**src/rtl/maj5_filter_pkg.sv**
```systemverilog
// maj5_filter_pkg
//   Shared types and constants for the majority-vote input filter.
//   Contents:
//     state_t        filter sequencing state (fill history / run votes)
//     FILL_DEPTH     number of samples in the vote history
//     GLITCH_W       width of the optional glitch counter
//     is_unanimous   1 when every bit of a history word agrees
package maj5_filter_pkg;

    typedef enum logic {
        ST_FILL = 1'b0,
        ST_RUN  = 1'b1
    } state_t;

    localparam int FILL_DEPTH = 5;
    localparam int GLITCH_W   = 8;

    function automatic logic is_unanimous(input logic [FILL_DEPTH-1:0] h);
        return (h == '0) || (h == '1);
    endfunction

endpackage

```
**src/rtl/generic__maj5.sv**
```systemverilog
// generic__maj5
//   Behavioural model of the 5-input majority cell; the PDK flow maps this
//   name onto its library cell.
//   Ports:
//     A..E  in   1   vote inputs
//     Y     out  1   1 when at least three inputs are 1
module generic__maj5 (
    input  logic A,
    input  logic B,
    input  logic C,
    input  logic D,
    input  logic E,
    output logic Y
);

    logic [2:0] w_sum;

    assign w_sum = 3'(A) + 3'(B) + 3'(C) + 3'(D) + 3'(E);
    assign Y     = (w_sum >= 3'd3);

endmodule

```
**src/rtl/maj5_sample_prescaler.sv**
```systemverilog
// maj5_sample_prescaler
//   Down-counting sample prescaler: one tick every i_div+1 enabled cycles.
//   A new i_div is only picked up at the next reload.
//   Ports:
//     clk     in   1       system clock
//     rst     in   1       synchronous reset, active-high
//     i_en    in   1       count enable; while low the counter preloads i_div
//     i_div   in   DIV_W   reload value
//     o_tick  out  1       sample tick (combinational, only while enabled)
module maj5_sample_prescaler #(
    parameter int DIV_W = 4
) (
    input  logic             clk,
    input  logic             rst,
    input  logic             i_en,
    input  logic [DIV_W-1:0] i_div,
    output logic             o_tick
);

    logic [DIV_W-1:0] r_cnt;

    assign o_tick = i_en && (r_cnt == '0);

    always_ff @(posedge clk) begin
        if (rst) begin
            r_cnt <= '0;
        end else if (!i_en || o_tick) begin
            r_cnt <= i_div;
        end else begin
            r_cnt <= r_cnt - 1'b1;
        end
    end

endmodule

```
**src/rtl/maj5_input_filter.sv**
```systemverilog
// maj5_input_filter
//   Oversampling glitch filter for asynchronous pad inputs (I2C SCL/SDA).
//   din is synchronised, sampled on a prescaler tick into a 5-deep history,
//   and the 5-way majority vote is registered as dout with rise/fall pulses.
//
//   state   | meaning
//   ST_FILL | collecting 5 fresh samples; dout held, valid low
//   ST_RUN  | every sample shift is followed one clk later by a vote load
//
//   Ports:
//     clk, rst            system clock, synchronous active-high reset
//     en                  filter enable (drop returns to ST_FILL)
//     div                 prescaler reload; sample period = div+1 clks
//     din                 asynchronous raw input
//     dout, valid         filtered level and "dout is a full vote"
//     rise, fall          1-clk edge pulses on dout (not on the first vote)
//     sample_stb          1-clk pulse, history shifted this cycle
//     glitch_clr, glitch_cnt
//                         only with MAJ5_FILTER_GLITCH_CNT_EN defined:
//                         saturating count of non-unanimous vote loads
module maj5_input_filter
    import maj5_filter_pkg::*;
#(
    parameter int   DIV_W       = 4,
    parameter logic RESET_VAL   = 1'b1,
    parameter int   SYNC_STAGES = 2
) (
    input  logic             clk,
    input  logic             rst,
    input  logic             en,
    input  logic [DIV_W-1:0] div,
    input  logic             din,
    output logic             dout,
    output logic             valid,
    output logic             rise,
    output logic             fall,
    output logic             sample_stb
`ifdef MAJ5_FILTER_GLITCH_CNT_EN
    ,
    input  logic                glitch_clr,
    output logic [GLITCH_W-1:0] glitch_cnt
`endif
);

    logic [SYNC_STAGES-1:0] r_sync;
    logic [FILL_DEPTH-1:0]  r_hist;
    logic [2:0]             r_fill;
    state_t                 r_state;
    state_t                 w_state_nxt;
    logic                   r_dout;
    logic                   r_valid;
    logic                   r_rise;
    logic                   r_fall;
    logic                   r_sample_stb;
    logic                   w_tick;
    logic                   w_vote;
    logic                   w_load;
    logic                   w_sync_out;

    assign w_sync_out = r_sync[SYNC_STAGES-1];

    maj5_sample_prescaler #(
        .DIV_W (DIV_W)
    ) u_prescaler (
        .clk    (clk),
        .rst    (rst),
        .i_en   (en),
        .i_div  (div),
        .o_tick (w_tick)
    );

    generic__maj5 u_maj5 (
        .A (r_hist[0]),
        .B (r_hist[1]),
        .C (r_hist[2]),
        .D (r_hist[3]),
        .E (r_hist[4]),
        .Y (w_vote)
    );

    always_ff @(posedge clk) begin
        if (rst) begin
            r_state <= ST_FILL;
        end else begin
            r_state <= w_state_nxt;
        end
    end

    always_comb begin
        w_state_nxt = r_state;
        w_load      = 1'b0;
        case (r_state)
            ST_FILL: begin
                if (w_tick && (r_fill == 3'(FILL_DEPTH - 1))) begin
                    w_state_nxt = ST_RUN;
                end
            end
            ST_RUN: begin
                if (!en) begin
                    w_state_nxt = ST_FILL;
                end else begin
                    // vote the history one clk after it was shifted
                    w_load = r_sample_stb;
                end
            end
            default: w_state_nxt = ST_FILL;
        endcase
    end

    always_ff @(posedge clk) begin
        if (rst) begin
            r_sync       <= {SYNC_STAGES{RESET_VAL}};
            r_hist       <= {FILL_DEPTH{RESET_VAL}};
            r_fill       <= '0;
            r_dout       <= RESET_VAL;
            r_valid      <= 1'b0;
            r_rise       <= 1'b0;
            r_fall       <= 1'b0;
            r_sample_stb <= 1'b0;
        end else begin
            r_sync       <= {r_sync[SYNC_STAGES-2:0], din};
            r_sample_stb <= w_tick;
            r_rise       <= 1'b0;
            r_fall       <= 1'b0;
            if (!en) begin
                // hist and dout deliberately keep their last values
                r_fill  <= '0;
                r_valid <= 1'b0;
            end else begin
                if (w_tick) begin
                    r_hist <= {r_hist[FILL_DEPTH-2:0], w_sync_out};
                    if (r_state == ST_FILL) begin
                        r_fill <= r_fill + 3'd1;
                    end
                end
                if (w_load) begin
                    r_dout  <= w_vote;
                    r_valid <= 1'b1;
                    // first load after a fill is not an edge
                    r_rise  <= r_valid && !r_dout && w_vote;
                    r_fall  <= r_valid && r_dout && !w_vote;
                end
            end
        end
    end

    assign dout       = r_dout;
    assign valid      = r_valid;
    assign rise       = r_rise;
    assign fall       = r_fall;
    assign sample_stb = r_sample_stb;

`ifdef MAJ5_FILTER_GLITCH_CNT_EN
    logic [GLITCH_W-1:0] r_glitch_cnt;

    always_ff @(posedge clk) begin
        if (rst || glitch_clr) begin
            r_glitch_cnt <= '0;
        end else if (w_load && !is_unanimous(r_hist) && (r_glitch_cnt != '1)) begin
            r_glitch_cnt <= r_glitch_cnt + 1'b1;
        end
    end

    assign glitch_cnt = r_glitch_cnt;
`endif

endmodule

```
**config.mk**
```make
export PLATFORM = sky130hd
export DESIGN_NAME = maj5_input_filter
export DESIGN_NICKNAME = d
export VERILOG_FILES = /design/src/rtl/maj5_filter_pkg.sv /design/src/rtl/generic__maj5.sv /design/src/rtl/maj5_sample_prescaler.sv /design/src/rtl/maj5_input_filter.sv
export SDC_FILE = /design/constraint.sdc
export NUM_CORES = 1
export LEC_CHECK = 0
export CORE_ASPECT_RATIO = 0.9
export CORE_MARGIN = 2
export CORE_UTILIZATION = 35
export DETAILED_ROUTE_END_ITERATION = 16
export PLACE_DENSITY_LB_ADDON = 0.2
export RECOVER_POWER = 100
export SYNTH_ARGS = -nofsm -noshare
export SYNTH_HDL_FRONTEND = slang
export SYNTH_SLANG_ARGS = --single-unit
export TNS_END_PERCENT = 30
```
**constraint.sdc**
```tcl
create_clock -name clk -period 2.7 [get_ports clk]
set_clock_uncertainty 0.05 [all_clocks]
set_input_delay 0.27 -clock clk [delete_from_list [all_inputs] [get_ports clk]]
set_output_delay 0.27 -clock clk [all_outputs]
set_load 0.01 [all_outputs]
```
# Word-level counts from Yosys, hierarchy flattened

Index checks and enable logic that the tools add are counted.

Output and inout bits: 5
Flip-flop bits (word level): 20

Add/subtract/negate cells: 6
Reduce and logical (&&, ||, !) cells: 16
Equal/unequal tests: 1
Multiplexer cells: 6
Bitwise operators: 3
Order comparisons: 1

Operator list:

| kind                                                               | count |
|---|---|
| adder 3 x 1 -> 3 bit                                               | 3 |
| logical AND 1 bit                                                  | 6 |
| AND reduction 2 bit                                                | 3 |
| zero test 4 bit                                                    | 1 |
| two-way mux 1 bit                                                  | 4 |
| two-way mux 4 bit                                                  | 1 |
| subtractor 4 x 1 -> 4 bit (second input constant)                  | 1 |
| adder 3 x 1 -> 3 bit (second input constant)                       | 1 |
| equality test 3 bit (second input constant)                        | 1 |
| greater-or-equal comparator 3 x 2 -> 1 bit (second input constant) | 1 |
| zero test 1 bit                                                    | 3 |
| inverter 1 bit                                                     | 3 |
| OR reduction 3 bit                                                 | 1 |
| adder 1 x 1 -> 2 bit                                               | 1 |
| case mux 1 bit (2 select lines)                                    | 1 |
| OR reduction 2 bit                                                 | 1 |
| logical OR 1 bit                                                   | 1 |

# Logic depth before layout (Yosys ltp)

Word-level depth: 7
Mapped depth: 9
Gate-level depth less buffers: 9

# By module

A second synthesis with hierarchy kept.

Cells, all modules: 95
Area total of the unflattened synthesis: 932.1 um^2

Modules (own cells, without submodules):

| module                | area each (um^2) | instances | cells each |
|---|---|---|---|
| maj5_input_filter     | 600.6            | 1         | 56 |
| maj5_sample_prescaler | 226.5            | 1         | 26 |
| generic__maj5         | 105.1            | 1         | 13 |

# Worst setup path after synthesis

OpenSTA, ideal clock, no wires.

Path type: reg-to-reg
Start: register r_hist[1]
End: register r_rise, in the netlist rise
Arrival: 2.055 ns
Path slack: 0.517 ns
Setup time: 0.078 ns
Stages on the path, launching flop included: 10
Path through: dfxtp_1 ha_1 inv_1 fa_1 inv_1 ha_1 inv_1 fa_1 o21a_1 nor3_1

Longest elaborated chain between the ends: 6

Ends and longest elaborated chain:

| item                                       | RTL line                 | RTL |
|---|---|---|
| start: declaration                         | maj5_input_filter.sv:46  | `logic [FILL_DEPTH-1:0] r_hist;` |
| start signal: assignment                   | maj5_input_filter.sv:113 | `r_hist <= {FILL_DEPTH{RESET_VAL}};` |
| start signal: assignment                   | maj5_input_filter.sv:131 | `r_hist <= {r_hist[FILL_DEPTH-2:0], w_sync_out};` |
| adder 1 x 1 -> 2 bit                       | generic__maj5.sv:18      | `assign w_sum = 3'(A) + 3'(B) + 3'(C) + 3'(D) + 3'(E);` |
| adder 3 x 1 -> 3 bit (3 in series)         | generic__maj5.sv:18      |  |
| greater-or-equal comparator 3 x 2 -> 1 bit | generic__maj5.sv:19      | `assign Y = (w_sum >= 3'd3);` |
| logical AND 1 bit                          | maj5_input_filter.sv:140 | `r_rise <= r_valid && !r_dout && w_vote;` |
| end signal: assignment                     | maj5_input_filter.sv:140 |  |
| end: declaration                           | maj5_input_filter.sv:52  | `logic r_rise;` |

No other way between the ends.
A chain may end at the register's enable or synchronous reset.

# Worst setup path after layout

Start: register r_hist[1]
End: register r_dout, in the netlist dout

Longest elaborated chain between the ends: 5

Ends and longest elaborated chain:

| item                                       | RTL line                 | RTL |
|---|---|---|
| adder 1 x 1 -> 2 bit                       | generic__maj5.sv:18      |  |
| adder 3 x 1 -> 3 bit (3 in series)         | generic__maj5.sv:18      |  |
| greater-or-equal comparator 3 x 2 -> 1 bit | generic__maj5.sv:19      |  |
| end signal: assignment                     | maj5_input_filter.sv:137 | `r_dout <= w_vote;` |
| end: declaration                           | maj5_input_filter.sv:50  | `logic r_dout;` |

No other way between the ends.

==> results.txt <==
Initial antenna violation count -> 0
DP Wirelength -> 1.33 mm
Via/cell ratio -> 5.16
Worst hold path class -> reg2reg
Most common cell after layout, fill and taps aside -> dfxtp_1
Clk buf depth -> 2
Root Buffer -> clkbuf_4
Area Overhead vs Synth -> 21.3%
ANT cells -> 0
Most frequent cells in the layout -> 20 x dfxtp_1, 12 x inv_1, 9 x nand2_1
Clk network pwr share -> 34.3%
Internal Power -> 0.534 mW
CP Capture Type -> flop
DRC -> 0
Number of max-cap violations -> 0
Fmax -> 0.429 GHz
CTS buffer count -> 3
Status -> completed
Final setup fails -> 0
Cell accounting for the most synthesized area -> dfxtp_1
Vias in the first global route -> 734
Global route overflow -> 0
Core area -> 2490 um^2
Yosys warns -> 0
Clk_lat worst skew -> 0.31 ns
Fin crit period -> 2.33 ns
Clock Pin Slew Worst Setup and Hold Paths -> 0.13 ns
Share of cells above drive strength 1 -> 6.09%
Die height -> 52.8 um
Die Wd -> 58.3 um
Period utilisation layout -> 86.4%
Total GRT Usage -> 14.6%
Crit path from -> r_hist[1]
Worst slew margin -> 75.9%
# rows -> 17
Initial Utilization -> 37.3%
Pwr dens -> 649 nW/um^2
Largest net degree at the start of global routing -> 13
Area post-placement -> 1080 um^2
CTS H-Tree Depth -> 1
Post-route antenna net violation count -> 0
Top cell type's share of synthesized area -> 43.2%
Switching share of power -> 26.8%
1st-iter DRT viols -> 5
FF-to-FF Start -> r_hist[1]
Seq/Total Area, Yosys -> 43.2%
Final instance area -> 1120 um^2
Post-Route WL -> 1.74 mm
First-pass GRT wire length -> 3.32 mm
CTS tree -> yes
Die Area -> 3080 um^2
Post-Syn Area -> 927 um^2
Nets -> 132
IO Pins -> 13
Unrepaired setup endpoints after global routing -> no
Combinational Power Share -> 20.6%
Syn Area/Cell -> 9.09 um^2
Max Slew Vio Count -> 0
P_leak -> 0.478 nW
Synth cell types -> 31
First-pass DRT Iterations -> 4
Placer Congestion -> 0.733
#FFs+latches synth -> 20
CP max FO -> 3
Wire per inst -> 12.2 um
Crit path kind -> reg2reg
Filler cells -> 249
Total Power -> 0.730 mW
Register share of total power -> 45.1%
Worst EP arrival -> 2.53 ns
CP Data Required Time -> 2.89 ns
Worst VDD drop -> 0.441 mV
Beginning of the worst hold path -> r_sync[0]
Top cells by area, synth -> dfxtp_1 43%, ha_1 8.1%, inv_1 4.9%, o211ai_1 4.9%, fa_1 4.3%
Syn nets -> 118
Worst-margin pin slew -> 0.359 ns
Post-Syn Instances -> 102
Psw -> 0.196 mW
Type of origin of the critical path -> flop
Vias -> 738
Cts hold-fix bufs -> 0
Clk sinks -> 20
Final TNS setup -> 0 ns
Setup Buffers After CTS -> 0
Final Hold Fails -> 0
Buffers on Ports -> 12
Post_cts resized -> 0
-- stage by stage --
stage               instances  setup WS [ns]  hold slack (ns)  util (%)
floorplan                 102          0.517            0.292         -
global placement          139          0.460            0.352      43.2
detailed placement        139          0.395            0.347      43.2
CTS                       143          0.350            0.378      45.3
global route              143          0.207            0.397      45.2
finish                    143          0.366            0.378      45.2
-- cells by family (layout without fill, tap and decap cells) --
family | Yosys count | after routing | synth area share, %
AOI/OAI and AO/OA | 21 | 21 | 15.0
xor gates and xnor gates | 1 | 1 | 0.945
adders and majority gates | 8 | 8 | 12.4
buffers and inverters | 17 | 30 | 7.15
DFF | 20 | 20 | 43.2
muxes | 1 | 1 | 1.08
and+or+nand+nor | 34 | 34 | 20.2
-- synth_stat cells --
cell	count
dfxtp_1	20
inv_1	12
nand2_1	9
a21oi_1	6
ha_1	6
o211ai_1	6
nor2_1	5
nand3_1	4
a311oi_1	3
clkbuf_1	3
o21ai_0	3
buf_2	2
fa_1	2
nand2b_1	2
nor3_1	2
or2_2	2
a2bb2oi_1	1
a31oi_1	1
mux2i_1	1
nand3b_1	1
nand4_1	1
nand4bb_1	1
nor2b_1	1
nor3b_1	1
nor4b_1	1
nor4bb_1	1
o21a_1	1
or3_1	1
or3b_1	1
or4_1	1
xnor2_1	1
-- power by group through the flow --
stage / combinational, mW / sequential [mW] / clock, mW
6_report: 0.150 / 0.329 / 0.250
5_1_grt: 0.180 / 0.333 / 0.269
4_1_cts: 0.155 / 0.329 / 0.256
3_5_place_dp: 0.152 / 0.336 / 0
3_3_place_gp: 0.148 / 0.335 / 0
2_1_floorplan: 0.114 / 0.332 / 0
-- worst paths after layout --
| kind | slack, ns | cells after the start | to |
|---|---|---|---|
| setup / recovery | 0.37 | 9 | dout |
| hold / removal | 0.38 | 1 | r_sync[1] |
| setup reg to reg | 0.37 | 9 | dout |
| hold reg to reg | 0.38 | 1 | r_sync[1] |
-- state kept, by name, summed over array words and instances, names as in the netlist --
register / cells
fall: 1
r_hist: 5
rise: 1
r_fill: 3
valid: 1
sample_stb: 1
u_prescaler.r_cnt: 4
dout: 1
r_state: 1
r_sync: 2
-- area by class of cell --
cell class                 count  area (um^2)  area share (%)
clock buffer                   3         22.5            2.00
clock inverter                 1         30.0            2.67
inverter                      12         45.0            4.00
multi-input combinational     65          460            40.9
sequential                    20          400            35.6
tap                           28         35.0            3.11
timing repair buffer          14          131            11.7
-- routing by layer --
layer  vias to the layer above  routed length (um)  track usage, %  share of wire [%]
met5                         -                   0               0                  0
met4                         0                  31            8.14                1.8
met3                         4                  47            3.21                2.7
met2                        12                 787            23.5                 45
met1                       343                 874            18.1                 50
li1                        379                   -               -                  -
-- worst max-delay path: stages, from the launching register on --
cell      delay (ns)
dfxtp_1         0.35
ha_1            0.28
inv_1           0.05
fa_1            0.48
inv_1           0.05
ha_1            0.17
inv_1           0.06
fa_1            0.43
o21a_1          0.20
o211ai_1        0.16
No activity file was read; power rests on OpenSTA's default activity.
